==> src/rtl/pipe_pkg.sv <==
// Shared pipeline-register definitions for the 5-stage CPU.
// Per-stage control/data bundle layouts, their widths, and the all-zero NOP
// control constant used when a stage is squashed or holds a bubble.
package pipe_pkg;

  // IF/ID
  typedef struct packed {
    logic pred_taken;
  } ifid_ctrl_t;

  typedef struct packed {
    logic [31:0] pc;
    logic [31:0] instr;
  } ifid_data_t;

  // ID/EX
  typedef struct packed {
    logic       reg_write;
    logic       mem_read;
    logic       mem_write;
    logic       mem_to_reg;
    logic       alu_src;
    logic       branch;
    logic       jump;
    logic [3:0] alu_op;
  } idex_ctrl_t;

  typedef struct packed {
    logic [31:0] pc_plus4;
    logic [31:0] rs1_val;
    logic [31:0] rs2_val;
    logic [31:0] imm;
    logic [4:0]  rd;
    logic [4:0]  rs1;
    logic [4:0]  rs2;
    logic [2:0]  funct3;
    logic [6:0]  funct7;
    logic [6:0]  opcode;
  } idex_data_t;

  // EX/MEM
  typedef struct packed {
    logic       reg_write;
    logic       mem_read;
    logic       mem_write;
    logic       mem_to_reg;
    logic [2:0] funct3;
  } exmem_ctrl_t;

  typedef struct packed {
    logic [31:0] alu_res;
    logic [31:0] store_val;
    logic [4:0]  rd;
  } exmem_data_t;

  // MEM/WB
  typedef struct packed {
    logic reg_write;
    logic mem_to_reg;
  } memwb_ctrl_t;

  typedef struct packed {
    logic [31:0] alu_res;
    logic [31:0] mem_data;
    logic [4:0]  rd;
  } memwb_data_t;

  localparam int IFID_CTRL_W  = $bits(ifid_ctrl_t);
  localparam int IFID_DATA_W  = $bits(ifid_data_t);
  localparam int IDEX_CTRL_W  = $bits(idex_ctrl_t);
  localparam int IDEX_DATA_W  = $bits(idex_data_t);
  localparam int EXMEM_CTRL_W = $bits(exmem_ctrl_t);
  localparam int EXMEM_DATA_W = $bits(exmem_data_t);
  localparam int MEMWB_CTRL_W = $bits(memwb_ctrl_t);
  localparam int MEMWB_DATA_W = $bits(memwb_data_t);

  localparam ifid_ctrl_t  IFID_CTRL_NOP  = '0;
  localparam idex_ctrl_t  IDEX_CTRL_NOP  = '0;
  localparam exmem_ctrl_t EXMEM_CTRL_NOP = '0;
  localparam memwb_ctrl_t MEMWB_CTRL_NOP = '0;

endpackage

==> src/rtl/pipe_stage_skid_sat_counter.sv <==
// Saturating event counter.
// Ports: clk, rst_n (async, active-low), clr (sync clear), inc (count enable),
// cnt (current value, sticks at all-ones).
module sat_counter #(
  parameter int CNT_W = 16
) (
  input  logic             clk,
  input  logic             rst_n,
  input  logic             clr,
  input  logic             inc,
  output logic [CNT_W-1:0] cnt
);

  function automatic logic [CNT_W-1:0] sat_inc(input logic [CNT_W-1:0] v);
    if (&v) return v;
    return v + {{(CNT_W-1){1'b0}}, 1'b1};
  endfunction

  always_ff @(posedge clk or negedge rst_n) begin
    if (!rst_n)   cnt <= '0;
    else if (clr) cnt <= '0;
    else if (inc) cnt <= sat_inc(cnt);
  end

endmodule

==> src/rtl/pipe_stage_skid.sv <==
// Generic pipeline-stage register with valid/ready flow control, stall,
// flush, optional 2-entry skid buffer and saturating stall/flush counters.
// Ports: clk, rst_n; flush, stall; in_valid/in_ready/in_ctrl/in_data
// (upstream); out_valid/out_ready/out_ctrl/out_data (downstream);
// stall_cnt, flush_cnt (performance debug).
// Entry naming: *_p1 is the main entry driving the outputs, *_p0 the skid entry.
module pipe_stage_skid
  import pipe_pkg::*;
#(
  parameter int CTRL_W   = IDEX_CTRL_W,
  parameter int DATA_W   = IDEX_DATA_W,
  parameter bit SKID     = 1'b1,
  parameter bit CLR_DATA = 1'b0,
  parameter int CNT_W    = 16
) (
  input  logic              clk,
  input  logic              rst_n,
  input  logic              flush,
  input  logic              stall,
  input  logic              in_valid,
  output logic              in_ready,
  input  logic [CTRL_W-1:0] in_ctrl,
  input  logic [DATA_W-1:0] in_data,
  output logic              out_valid,
  input  logic              out_ready,
  output logic [CTRL_W-1:0] out_ctrl,
  output logic [DATA_W-1:0] out_data,
  output logic [CNT_W-1:0]  stall_cnt,
  output logic [CNT_W-1:0]  flush_cnt
);

  logic              vld_p0, vld_p1;
  logic              rdy_p0;
  logic [CTRL_W-1:0] ctrl_p0, ctrl_p1;
  logic [DATA_W-1:0] data_p0, data_p1;
  logic              acc, take;

  assign take     = vld_p1 & out_ready & ~stall;
  // With the skid entry, in_ready comes straight from a flop (skid empty).
  assign in_ready = SKID ? rdy_p0 : (~vld_p1 | (out_ready & ~stall));
  assign acc      = in_valid & in_ready;

  // Stage boundary: input beat -> skid entry (p0) / main entry (p1)
  always_ff @(posedge clk or negedge rst_n) begin
    if (!rst_n) begin
      vld_p0  <= 1'b0;
      vld_p1  <= 1'b0;
      rdy_p0  <= 1'b1;
      ctrl_p0 <= '0;
      ctrl_p1 <= '0;
      data_p0 <= '0;
      data_p1 <= '0;
    end else if (flush) begin
      vld_p0  <= 1'b0;
      vld_p1  <= 1'b0;
      rdy_p0  <= 1'b1;
      ctrl_p0 <= '0;
      ctrl_p1 <= '0;
      if (CLR_DATA) begin
        data_p0 <= '0;
        data_p1 <= '0;
      end
    end else if (vld_p0) begin
      // Skid occupied: upstream is blocked, so only a hand-off can happen.
      if (take) begin
        vld_p0  <= 1'b0;
        rdy_p0  <= 1'b1;
        ctrl_p1 <= ctrl_p0;
        data_p1 <= data_p0;
        ctrl_p0 <= '0;
      end
    end else if (acc) begin
      if (!vld_p1 || take) begin
        vld_p1  <= 1'b1;
        ctrl_p1 <= in_ctrl;
        data_p1 <= in_data;
      end else if (SKID) begin
        vld_p0  <= 1'b1;
        rdy_p0  <= 1'b0;
        ctrl_p0 <= in_ctrl;
        data_p0 <= in_data;
      end
    end else if (take) begin
      vld_p1  <= 1'b0;
      ctrl_p1 <= '0;
    end
  end

  // Stage boundary: main entry -> downstream
  assign out_valid = vld_p1;
  assign out_ctrl  = vld_p1 ? ctrl_p1 : '0;
  assign out_data  = data_p1;

  sat_counter #(.CNT_W(CNT_W)) u_stall_cnt (
    .clk   (clk),
    .rst_n (rst_n),
    .clr   (1'b0),
    .inc   (stall & vld_p1),
    .cnt   (stall_cnt)
  );

  sat_counter #(.CNT_W(CNT_W)) u_flush_cnt (
    .clk   (clk),
    .rst_n (rst_n),
    .clr   (1'b0),
    .inc   (flush & (vld_p1 | vld_p0)),
    .cnt   (flush_cnt)
  );

endmodule

==> config.mk <==
export PLATFORM = sky130hd
export DESIGN_NAME = pipe_stage_skid
export DESIGN_NICKNAME = d
export VERILOG_FILES = /design/src/rtl/pipe_pkg.sv /design/src/rtl/pipe_stage_skid_sat_counter.sv /design/src/rtl/pipe_stage_skid.sv
export SDC_FILE = /design/constraint.sdc
export NUM_CORES = 1
export LEC_CHECK = 0
export ABC_AREA = 0
export BUFFER_PORTS_ARGS = -buffer_cell sky130_fd_sc_hd__buf_4
export CORE_MARGIN = 4
export CORE_UTILIZATION = 45
export CTS_BUF_LIST = sky130_fd_sc_hd__clkbuf_4 sky130_fd_sc_hd__clkbuf_8
export DETAILED_ROUTE_END_ITERATION = 8
export PLACE_DENSITY = 0.72
export SYNTH_ARGS = -nofsm -noshare
export SYNTH_HDL_FRONTEND = slang
export SYNTH_SLANG_ARGS = --single-unit
==> constraint.sdc <==
create_clock -name clk -period 1.7 [get_ports clk]
set_input_delay 0.17 -clock clk [delete_from_list [all_inputs] [get_ports clk]]
set_output_delay 0.17 -clock clk [all_outputs]
set_load 0.05 [all_outputs]
# Word level (Yosys, flattened, before mapping)
# Index checks and enable logic that the tools add are counted.
# op_classes
addsub	2
n_eq_ne	8
n_mux	36
n_bitwise	10
n_reduce_logical	15
# op_table
operator	count
two-way mux 160 bit	4
two-way mux 11 bit	11
adder 16 x 1 -> 16 bit, second input constant	2
two-way mux 16 bit	2
AND reduction 16 bit	2
two-way mux 1 bit	19
AND reduction 3 bit	3
AND reduction 4 bit	2
!= test 2 bit, second input constant	3
!= test 3 x 2 -> 1 bit, second input constant	2
nonzero test 3 bit	2
bitwise AND 1 bit	5
!= test 4 x 3 -> 1 bit, second input constant	1
NOT 1 bit	4
AND reduction 2 bit	2
nonzero test 2 bit	2
!= test 3 bit, second input constant	1
!= test 2 x 1 -> 1 bit, second input constant	1
zero test 1 bit	1
logical OR 1 bit	1
OR 1 bit	1
# totals
regBits	377
in_bits	177
output_inout_bits	205
elab_cells	80

# Longest topological paths before layout
# Gate-level depths: netlist (run 1).
# depth
ltp_word	7
ltp_mapped	8
depth_no_buf	6

# Hierarchy
# A second synthesis (run 1) with hierarchy kept.
# unflattened
cells_unflattened	1212
area_unflattened_um2	17518.1
# modules_own_cells
mod	n_inst	cells_each	area_each_um2
pipe_stage_skid	1	1014	15596.2
sat_counter	2	99	960.9

# Least setup slack after synthesis (run 1)
# OpenSTA, ideal clock, no wires.
# synth_timing
path_kind	register to register
start	register u_stall_cnt.cnt[0]
end	register u_stall_cnt.cnt[1]
setup_ns	0.125
arrival_time_ns	2.086
required_time_ns	1.575
setup_slack_ns	-0.510
stages_incl_launch_ff	6
path_buffers	1
cell_sequence	dfrtp_1 ha_1 nand4_1 o41ai_2 buf_2 mux2_2
# synth_via
elab_chain_cells	5
elab_cells_between_ends	7
cone_classes	add/sub: 1; eq/ne: 1; mux: 3; reduce/logical: 2
# synth_rtl
item	line	text
from (decl)	pipe_stage_skid_sat_counter.sv:11	output logic [CNT_W-1:0] cnt
from (signal assigned)	pipe_stage_skid_sat_counter.sv:22	else if (inc) cnt <= sat_inc(cnt);
parallel branches: the longest is 5 deep, another holds adder 16 x 1 -> 16 bit	-	
# Several ways; the timed one is not identified. The select of a mux whose other input is x is not followed.
# A chain may end at the register's enable or synchronous reset.

# Worst setup path in the final report (run 1)
# layout_timing
start	register rdy_p0, in the netlist in_ready
end	register data_p0[79]
# layout_via
elab_chain_cells	2
# layout_rtl
item	line	text
from (decl)	pipe_stage_skid.sv:33	logic rdy_p0;
from (signal assigned)	pipe_stage_skid.sv:48	rdy_p0 <= 1'b1;
from (signal assigned)	pipe_stage_skid.sv:56	rdy_p0 <= 1'b1;
from (signal assigned)	pipe_stage_skid.sv:67	rdy_p0 <= 1'b1;
bitwise AND 1 bit	pipe_stage_skid.sv:41	assign acc = in_valid & in_ready;
AND reduction 4 bit (no line)	-	
to (signal assigned)	pipe_stage_skid.sv:81	data_p0 <= in_data;
to (decl)	pipe_stage_skid.sv:35	logic [DATA_W-1:0] data_p0, data_p1;
# Every way passes these cells.

==> flow_summary.json, run 1 <==
{
  "finalInstanceArea_um2": 23900,
  "fin_util": 0.689,
  "setup_viol_count_final": 313,
  "mappedNetlistArea_um2": 15900,
  "maximum_number_of_pins_on_one_net_before_global_route_repair": 88,
  "antenna_violating_nets_post_route": 0,
  "worst_setup_hold_path_clk_slew_ns": 0.06,
  "cts.root.buffer_cell": "sky130_fd_sc_hd__clkbuf_8",
  "crit_required_ns": 2.15,
  "final.setup.worst_slack_ns": -0.185,
  "critical_path.endpoint_type": "flop",
  "fin_worst_skew_ns": 0.0224,
  "hold_path.class": "in2reg",
  "placed_cell_area_um2": 19500,
  "post_detailed_route_wirelength_per_cell_um": 20.0,
  "fmaxAchievable_mhz": 530,
  "slew_at_the_pin_closest_to_its_max_slew_limit_ns": 0.738,
  "synth_ff_type": "sky130_fd_sc_hd__dfrtp_1",
  "floorplan.die_area_um2": 38400,
  "die_h_um": 196,
  "final_net_count": 2108,
  "leakage_power_of_the_design_nw": 11.1,
  "post_synth.cell_area_avg_um2": 12.2,
  "clock_buffer_count_from_cts": 60,
  "synth.yosys.seq_area_share": 0.593,
  "die-width_um": 196,
  "drt_iter0_markers": 580,
  "port-buffer-count": 381,
  "via_per_inst": 5.24,
  "first_pass_grt_wire_length_um": 69600,
  "initial_core_util": 0.458,
  "hold_viol_final": 0,
  "cp.arrival_ns": 2.34,
  "num_vias": 12700,
  "placed_wire_length_estimate_after_detailed_placement_um": 27300,
  "ys_ff_latch": 377,
  "yosys_warnings": 0,
  "overflow": 0,
  "asyncSetResetFlopFracSynth": 1.00,
  "clkSinkCount": 377,
  "clockBufferDepth": 3,
  "clkLatencyLatePin_ns": 0.61,
  "failed_checks": "negative setup slack",
  "synth_enable_flop_cells": 0,
  "drt-total-wl_um": 48500,
  "synthDistinctLibCells": 42,
  "floorplan.io_pins": 382,
  "antenna_found_initial": 1,
  "core_area_um2": 34700,
  "result_of_the_run": "complete, but fails checks",
  "tritoncts": "done",
  "min_period_ns": 1.89,
  "layout_worst_path_cycle_share": 1.11,
  "power_per_cell_area_nw_per_um2": 1360,
  "first_global_vias": 13100,
  "ctsHtreeMaxLevel": 2,
  "placementRows": 68,
  "maxCapViolCount": 0,
  "place.gp.congestion": 0.802,
  "maxSlewHeadroom": 0.508,
  "global_route.usage.total": 0.221,
  "layout-drive-gt1-share": 0.394,
  "timing_max_transition_violations_final": 0,
  "syn_inst": 1300,
  "firstDrtPassIters": 4,
  "detail_route.drc_violations": 0,
  "path_max_fanout": 37,
  "rsz0062_at_grt": "yes",
  "syn_to_final_growth_pct": 50.4,
  "worstSetupPathType": "reg2reg",
  "ir_drop_mv": 1.07,
  "worstSetupStartpointType": "flop",
  "layout.filler_cells": 2385,
  "mappedNetlistNets": 1479
}
[metrics by stage]
| step | hold WS, ns | power [W] | instances | setup WS [ns] | TNS [ns] |
|---|---|---|---|---|---|
| after floorplan | -0.126 | 0.0195 | 1300 | -0.310 | -41.81 |
| after global placement | 0.106 | 0.0228 | 2101 | -0.0872 | -15.30 |
| after detailed placement | 0.110 | 0.0232 | 2101 | -0.132 | -22.41 |
| after CTS | 0.0306 | 0.0319 | 2392 | -0.147 | -29.30 |
| after global routing | 0.0811 | 0.0340 | 2426 | -0.232 | -42.49 |
| final | 0.0791 | 0.0325 | 2426 | -0.185 | -20.08 |
[path summary, 6_finish.rpt]
path	end	startpoint	cells past startpoint	slack, ns
worst max-delay path	data_p0[79]	in_ready	6	-0.19
worst min-delay path	vld_p0	out_ready	4	0.08
worst max register to register	data_p0[79]	in_ready	6	-0.19
worst min register to register	out_data[72]	out_data[72]	2	0.48
max in group asynchronous	out_data[62]	rst_n	3	0.79
min in group asynchronous	data_p0[10]	rst_n	2	0.10
[logic make-up (layout without fill, tap and decap cells)]
family / Yosys count / after routing / synth area share
compound gates: 205 / 205 / 0.0683
xor+xnor: 30 / 30 / 0.0165
buf+inv: 84 / 754 / 0.0299
other cells: 0 / 1 / 0
simple gates: 281 / 281 / 0.0761
fa+ha+maj: 2 / 2 / 0.00157
mux: 321 / 321 / 0.215
flops: 377 / 377 / 0.593
[critical path, stage by stage (launching register included)]
cell and delay (ns):
sky130_fd_sc_hd__dfstp_4 0.63, sky130_fd_sc_hd__nand2_4 0.06, sky130_fd_sc_hd__nor3_4 0.17, sky130_fd_sc_hd__nand3_4 0.14, sky130_fd_sc_hd__buf_12 0.16, sky130_fd_sc_hd__buf_16 0.16, sky130_fd_sc_hd__mux2_1 0.38
[final cells by class]
type                    instances  area [um^2]  share of cell area
flip-flops and latches        377         9480               0.396
multi-input cells             839         6400               0.267
repair buffers                648         6180               0.258
clock buffers                  95         1190              0.0497
well taps                     455          569              0.0238
clock inverters                 8         92.6             0.00387
inverters                       3         11.3            0.000471
diodes                          1         2.50            0.000105
[power breakdown]
group / internal, W / switching (W)
logic: 0.00417 / 0.00698
clock network: 0.00470 / 0.00352
registers: 0.0115 / 0.00166
total: 0.0204 / 0.0122
[timing repair]
item                                    4_1_cts  5_1_grt
hold endpoints to repair                    720        0
endpoints found under the setup margin      340      361
hold buffers                                173        0
cloned                                        7       29
gates resized for setup                      63      159
pin swaps                                     4       29
buffers inserted                              8        4
[synthesized netlist by cell type (all sizes together), types with 3 or more instances]
master  count  share of area
xnor2      20          0.011
buf        60          0.024
nand4      11         0.0043
and3        5         0.0020
nor2       12         0.0028
xor2       10         0.0055
nor3b       3         0.0014
inv         3        0.00071
nand3      10         0.0035
mux2i     160           0.10
nor3        7         0.0029
nand2     210          0.050
o31ai       3         0.0014
a21oi       7         0.0022
mux2      161           0.11
o21ai     182          0.058
and2       13         0.0051
nor4        4         0.0016
a22oi       8         0.0038
dfrtp     376           0.59
clkbuf     21         0.0050
[registers in the layout, indices dropped and copies added, names as in the netlist]
name / count
data_p0: 160
u_flush_cnt.cnt: 16
ctrl_p1: 11
vld_p0: 1
ctrl_p0: 11
in_ready: 1
u_stall_cnt.cnt: 16
out_valid: 1
out_data: 160
[layout by cell type (no fill, tap or decap), drive strengths merged, types with 13 or more instances in the layout]
cell | Yosys | routed
and2 | 13 | 13
buf | 60 | 455
clkbuf | 21 | 115
dfrtp | 376 | 376
dlygate4sd3 | 0 | 173
mux2 | 161 | 161
mux2i | 160 | 160
nand2 | 210 | 210
o21ai | 182 | 182
xnor2 | 20 | 20
[metal layers]
| layer | vias up | wire length [um] | global-route usage |
|---|---|---|---|
| met5 | - | 0 | 0 |
| met4 | 0 | 1930 | 0.0871 |
| met3 | 112 | 2790 | 0.0510 |
| met2 | 408 | 24400 | 0.374 |
| met1 | 6378 | 19400 | 0.278 |
| li1 | 5811 | - | - |
(Power assumes the default switching activity.)
==> inputs of run 2 (changes only) <==
--- a/config.mk
+++ b/config.mk
@@ -11,7 +11,8 @@
 export CORE_UTILIZATION = 45
 export CTS_BUF_LIST = sky130_fd_sc_hd__clkbuf_4 sky130_fd_sc_hd__clkbuf_8
 export DETAILED_ROUTE_END_ITERATION = 8
-export PLACE_DENSITY = 0.72
+export PLACE_DENSITY = 0.69
+export SKIP_LAST_GASP = 1
 export SYNTH_ARGS = -nofsm -noshare
 export SYNTH_HDL_FRONTEND = slang
 export SYNTH_SLANG_ARGS = --single-unit
==> constraint.sdc (replaced) <==
create_clock -name clk -period 1.9 [get_ports clk]
set_input_delay 0.19 -clock clk [delete_from_list [all_inputs] [get_ports clk]]
set_output_delay 0.19 -clock clk [all_outputs]
set_load 0.05 [all_outputs]
==> flow_summary.json, run 2 (synthesized netlist as in run 1, its figures left out) <==
{
  "hold_viol_final": 0,
  "maximum_number_of_pins_on_one_net_before_global_route_repair": 80,
  "antenna_violating_nets_post_route": 0,
  "initial_core_util": 0.458,
  "power_per_cell_area_nw_per_um2": 1240,
  "rsz0062_at_grt": "no",
  "highest_count_cells_in_the_layout_ignoring_fill_and_taps": "sky130_fd_sc_hd__buf_4 (411), sky130_fd_sc_hd__dfrtp_1 (368), sky130_fd_sc_hd__nand2_1 (209), sky130_fd_sc_hd__o21ai_0 (180), sky130_fd_sc_hd__dlygate4sd3_1 (174)",
  "worst_setup_hold_path_clk_slew_ns": 0.06,
  "cts.root.buffer_cell": "sky130_fd_sc_hd__clkbuf_8",
  "worst_setup_slack_before_clock_tree_synthesis_ns": 0.0717,
  "post_detailed_route_wirelength_per_cell_um": 17.5,
  "drt_iter0_markers": 421,
  "clockBufferDepth": 3,
  "total_switching_power_w": 0.0104,
  "drt-total-wl_um": 42000,
  "worstSetupStartpointType": "flop",
  "placed_wire_length_estimate_after_detailed_placement_um": 28300,
  "clkSinkCount": 377,
  "fin_util": 0.654,
  "timing_max_transition_violations_final": 0,
  "tritoncts": "done",
  "place.gp.congestion": 0.808,
  "switching_share": 0.370,
  "leakage_power_of_the_design_nw": 10.6,
  "setup_viol_count_final": 0,
  "die_h_um": 196,
  "power.clock.fraction": 0.256,
  "power_frac_seq": 0.415,
  "via_per_inst": 5.01,
  "layout-drive-gt1-share": 0.327,
  "multi_input_area_um2": 6040,
  "layout_worst_path_cycle_share": 0.953,
  "syn_to_final_growth_pct": 42.7,
  "die-width_um": 196,
  "final_net_count": 2073,
  "cts_setup_buffers": 0,
  "result_of_the_run": "finished, final reports clean",
  "crit_required_ns": 2.44,
  "internal_power_w": 0.0177,
  "cp-startpoint": "in_ready",
  "first_pass_grt_wire_length_um": 67200,
  "firstDrtPassIters": 4,
  "maxSlewHeadroom": 0.563,
  "worstSetupPathType": "reg2reg",
  "cp.arrival_ns": 2.35,
  "num_vias": 12000,
  "path_max_fanout": 40,
  "clkLatencyLatePin_ns": 0.64,
  "first_global_vias": 12800,
  "slew_at_the_pin_closest_to_its_max_slew_limit_ns": 0.654,
  "placementRows": 68,
  "dp.cells": 2111,
  "hold_path.class": "in2reg",
  "fmaxAchievable_mhz": 552,
  "post-layout-total-power_w": 0.0281,
  "port-buffer-count": 381,
  "pwr-share-comb": 0.330,
  "floorplan.die_area_um2": 38400,
  "layout.filler_cells": 2592,
  "floorplan.io_pins": 382,
  "ir_drop_mv": 0.966,
  "detail_route.drc_violations": 0,
  "layout.cells.non_filler": 2392,
  "overflow": 0,
  "maxCapViolCount": 0,
  "timing.setup.tns_ns": 0,
  "r2r_start": "in_ready",
  "final.setup.worst_slack_ns": 0.0889,
  "register_area_um2": 9450,
  "min_from": "stall",
  "clock_buffer_count_from_cts": 61,
  "global_route.usage.total": 0.213,
  "core_area_um2": 34700,
  "critical_path.endpoint_type": "flop",
  "antenna_found_initial": 1,
  "ctsHtreeMaxLevel": 2,
  "min_period_ns": 1.81,
  "fin_worst_skew_ns": 0.0212,
  "layout_commonest_cell": "sky130_fd_sc_hd__buf_4"
}
[run 2: cell types whose count changed in the layout (fill, tap and decap cells not counted), moves of 11 or more]
cell	before	now
sky130_fd_sc_hd__dfrtp_1	348	368
sky130_fd_sc_hd__dfrtp_2	27	7
sky130_fd_sc_hd__clkbuf_16	20	1
sky130_fd_sc_hd__buf_16	12	1
sky130_fd_sc_hd__and2_4	11	0
sky130_fd_sc_hd__o21ai_1	41	0
sky130_fd_sc_hd__buf_6	21	1
sky130_fd_sc_hd__nand2_4	14	1
sky130_fd_sc_hd__mux2_1	78	89
sky130_fd_sc_hd__o21ai_0	105	180
sky130_fd_sc_hd__and2_1	2	13
sky130_fd_sc_hd__nand2_1	188	209
sky130_fd_sc_hd__mux2_4	11	0
sky130_fd_sc_hd__o21ai_2	35	1
[run 2: worst paths after layout]
path,end,slack [ns],cells past startpoint
max,out_data[146],0.09,7
min,vld_p0,0.06,4
max reg2reg,out_data[146],0.09,7
min reg2reg,ctrl_p1[2],0.47,2
max in group asynchronous,vld_p0,1.10,3
min in group asynchronous,u_flush_cnt.cnt[5],0.10,2
[run 2: critical path: stages, from the launching register on]
cell	delay, ns
sky130_fd_sc_hd__dfstp_4	0.63
sky130_fd_sc_hd__buf_4	0.13
sky130_fd_sc_hd__a21oi_1	0.06
sky130_fd_sc_hd__nor2_1	0.17
sky130_fd_sc_hd__o21ai_4	0.11
sky130_fd_sc_hd__buf_12	0.17
sky130_fd_sc_hd__buf_16	0.19
sky130_fd_sc_hd__o21ai_0	0.24
[run 2: repair_timing]
action | in CTS | in global routing
hold buffers | 174 | 0
resized for setup | 0 | 5
endpoints found under the setup margin | 0 | 43
endpoints found under the hold margin | 722 | 0
[run 2: power by group through the flow]
stage / registers [W] / logic, W / clock network, W
floorplan: 0.0151 / 0.00225 / 0
finish: 0.0116 / 0.00925 / 0.00718
global route: 0.0119 / 0.00985 / 0.00773
detailed placement: 0.0117 / 0.00897 / 0
global placement: 0.0116 / 0.00879 / 0
CTS: 0.0116 / 0.00927 / 0.00739
[run 2: through the flow]
step                      cell area, um^2  hold slack, ns
after CTS                           22600         0.00546
after detailed placement            19600           0.153
after floorplan                     15900          -0.106
after global placement              19600           0.155
final                               22700          0.0585
after global routing                22700          0.0660
[run 2: cell type report]
| cell class | instances | area share |
|---|---|---|
| Clock buffer | 103 | 0.0550 |
| Sequential cell | 377 | 0.416 |
| Inverter | 3 | 0.000496 |
| Clock inverter | 2 | 0.000606 |
| Multi-Input combinational cell | 839 | 0.266 |
| Timing Repair Buffer | 612 | 0.236 |
| Tap cell | 455 | 0.0251 |
| Antenna cell | 1 | 0.000110 |
[run 2: routing by layer]
layer  wire length [um]  up-vias  global-route usage
met5                  0        -                   0
met4               1300        0              0.0802
met3               3100       76              0.0582
met2              20000      351               0.349
met1              17500     5830               0.273
li1                   -     5721                   -
==> inputs of run 3 (changes only) <==
--- a/config.mk
+++ b/config.mk
@@ -9,9 +9,9 @@
 export BUFFER_PORTS_ARGS = -buffer_cell sky130_fd_sc_hd__buf_4
 export CORE_MARGIN = 4
 export CORE_UTILIZATION = 45
-export CTS_BUF_LIST = sky130_fd_sc_hd__clkbuf_4 sky130_fd_sc_hd__clkbuf_8
+export CTS_BUF_LIST = sky130_fd_sc_hd__clkbuf_16
 export DETAILED_ROUTE_END_ITERATION = 8
-export PLACE_DENSITY = 0.69
+export PLACE_DENSITY = 0.72
 export SKIP_LAST_GASP = 1
 export SYNTH_ARGS = -nofsm -noshare
 export SYNTH_HDL_FRONTEND = slang
==> constraint.sdc (replaced) <==
create_clock -name clk -period 1.6 [get_ports clk]
set_input_delay 0.16 -clock clk [delete_from_list [all_inputs] [get_ports clk]]
set_output_delay 0.16 -clock clk [all_outputs]
set_load 0.05 [all_outputs]
==> flow_summary.json, run 3 (synthesized netlist as in run 1, its figures left out) <==
{
  "cpLargestDelayFamily": "flip-flops",
  "clock_buffer_count_from_cts": 42,
  "tritoncts": "done",
  "floorplan.io_pins": 382,
  "internal_power_w": 0.0219,
  "clkLatencyLatePin_ns": 0.52,
  "total_switching_power_w": 0.0127,
  "cts.root.buffer_cell": "sky130_fd_sc_hd__clkbuf_16",
  "layout-drive-gt1-share": 0.359,
  "maxCapViolCount": 0,
  "die_h_um": 196,
  "detail_route.drc_violations": 0,
  "power_per_cell_area_nw_per_um2": 1460,
  "hold_viol_final": 0,
  "overflow": 0,
  "cp.arrival_ns": 2.27,
  "ctsHtreeMaxLevel": 2,
  "power.clock.fraction": 0.263,
  "crit_required_ns": 1.99,
  "firstDrtPassIters": 4,
  "via_per_inst": 5.16,
  "fmaxAchievable_mhz": 533,
  "fin_worst_skew_ns": 0.0113,
  "critical_path_buf_inv_count": 2,
  "floorplan.die_area_um2": 38400,
  "clkSinkCount": 377,
  "worstSetupStartpointType": "flop",
  "core_area_um2": 34700,
  "critical_path.endpoint_type": "flop",
  "port-buffer-count": 381,
  "setup_viol_count_final": 369,
  "power_frac_seq": 0.401,
  "maxSlewHeadroom": 0.524,
  "worst_setup_hold_path_clk_slew_ns": 0.06,
  "slew_at_the_pin_closest_to_its_max_slew_limit_ns": 0.712,
  "path_max_fanout": 39,
  "antenna_found_initial": 0,
  "hold_path.class": "in2async",
  "min_period_ns": 1.88,
  "pwr-share-comb": 0.336,
  "global_route.usage.total": 0.221,
  "rsz0062_at_grt": "yes",
  "first_pass_grt_wire_length_um": 69700,
  "crit_path_max_incr_delay_ns": 0.62,
  "layout_worst_path_cycle_share": 1.17,
  "num_vias": 12500,
  "placementRows": 68,
  "initial_core_util": 0.458,
  "insertedDiodeCount": 0,
  "result_of_the_run": "complete, but fails checks",
  "critical_path.cell_chain": "nand2_4, nor3_4, nand3_4, buf_12, buf_16, mux2_1",
  "finalInstanceArea_um2": 23800,
  "clockBufferDepth": 3,
  "drt-total-wl_um": 46100,
  "syn_to_final_growth_pct": 49.4,
  "antenna_violating_nets_post_route": 0,
  "placed_wire_length_estimate_after_detailed_placement_um": 27900,
  "ir_drop_mv": 1.04,
  "leakage_power_of_the_design_nw": 11.1,
  "critPathSlowestCell": "sky130_fd_sc_hd__dfstp_4",
  "layout_commonest_cell": "sky130_fd_sc_hd__buf_4",
  "switching_share": 0.368,
  "hold_slack_ns": 0.157,
  "drt_iter0_markers": 475,
  "maximum_number_of_pins_on_one_net_before_global_route_repair": 84,
  "place.gp.congestion": 0.784,
  "post_detailed_route_wirelength_per_cell_um": 19.1,
  "failed_checks": "negative setup slack",
  "final.setup.worst_slack_ns": -0.276,
  "die-width_um": 196,
  "final_net_count": 2110,
  "first_global_vias": 12900,
  "highest_count_cells_in_the_layout_ignoring_fill_and_taps": "sky130_fd_sc_hd__buf_4 (430), sky130_fd_sc_hd__dfrtp_1 (344), sky130_fd_sc_hd__nand2_1 (208), sky130_fd_sc_hd__dlygate4sd3_1 (173), sky130_fd_sc_hd__mux2i_1 (160)",
  "placed_cell_area_um2": 19700,
  "timing_max_transition_violations_final": 0,
  "worstSetupPathType": "reg2reg"
}
-- run 3: cell count changes in the layout (fill, tap and decap cells not counted), sizes merged, moves of 2 or more --
cell / previous run / this run
buf: 437 / 481
bufbuf: 0 / 2
bufinv: 0 / 3
clkbuf: 104 / 54
clkinv: 1 / 13
inv: 4 / 16
-- run 3: final cells by class --
cell class              instances  area (um^2)
fillers                      2410        10900
well taps                     455          569
inverters                       3         11.3
flip-flops and latches        377         9480
clock inverters                30          213
repair buffers                667         6180
clock buffers                  43         1080
multi-input cells             840         6240
-- run 3: repair_timing --
action                                  CTS  global route
endpoints found under the setup margin  356           385
gates resized for setup                  40            80
buffers inserted                          5            15
hold buffers                            173             0
pin swaps                                 2            14
gates cloned                              7            14
endpoints found under the hold margin   560             0
-- run 3: stage by stage --
stage          total power (W)  utilization  cells  setup TNS, ns  setup WS (ns)
3_3_place_gp            0.0243        0.568   2128         -43.30         -0.192
4_1_cts                 0.0344        0.665   2386         -60.64         -0.235
2_1_floorplan           0.0207            -   1300         -75.43         -0.410
6_report                0.0347        0.685   2415         -60.96         -0.276
5_1_grt                 0.0363        0.685   2415         -86.64         -0.316
3_5_place_dp            0.0247        0.568   2128         -50.14         -0.243
-- run 3: final timing paths --
path	endpoint	cells past startpoint	slack (ns)	startpoint
setup reg to reg	data_p0[46]	6	-0.28	in_ready
hold / removal	u_stall_cnt.cnt[7]	2	0.16	rst_n
hold reg to reg	out_data[159]	2	0.48	out_data[159]
max in group asynchronous	out_data[21]	3	0.70	rst_n
min in group clk	ctrl_p1[10]	5	0.23	in_valid
setup / recovery	data_p0[46]	6	-0.28	in_ready
-- run 3: layer usage --
| metal | GRT usage | vias to the layer above | routed length, um |
|---|---|---|---|
| li1 | - | 5792 | - |
| met1 | 0.280 | 6180 | 18300 |
| met2 | 0.384 | 395 | 23500 |
| met3 | 0.0477 | 94 | 2990 |
| met4 | 0.0639 | 0 | 1420 |
| met5 | 0 | - | 0 |
-- run 3: power groups by stage --
| stage | clock network, W | logic (W) | registers (W) |
|---|---|---|---|
| after floorplan | 0 | 0.00272 | 0.0180 |
| after global placement | 0 | 0.0105 | 0.0138 |
| after detailed placement | 0 | 0.0107 | 0.0140 |
| after CTS | 0.00926 | 0.0113 | 0.0138 |
| after global routing | 0.00970 | 0.0123 | 0.0142 |
| final | 0.00910 | 0.0116 | 0.0139 |
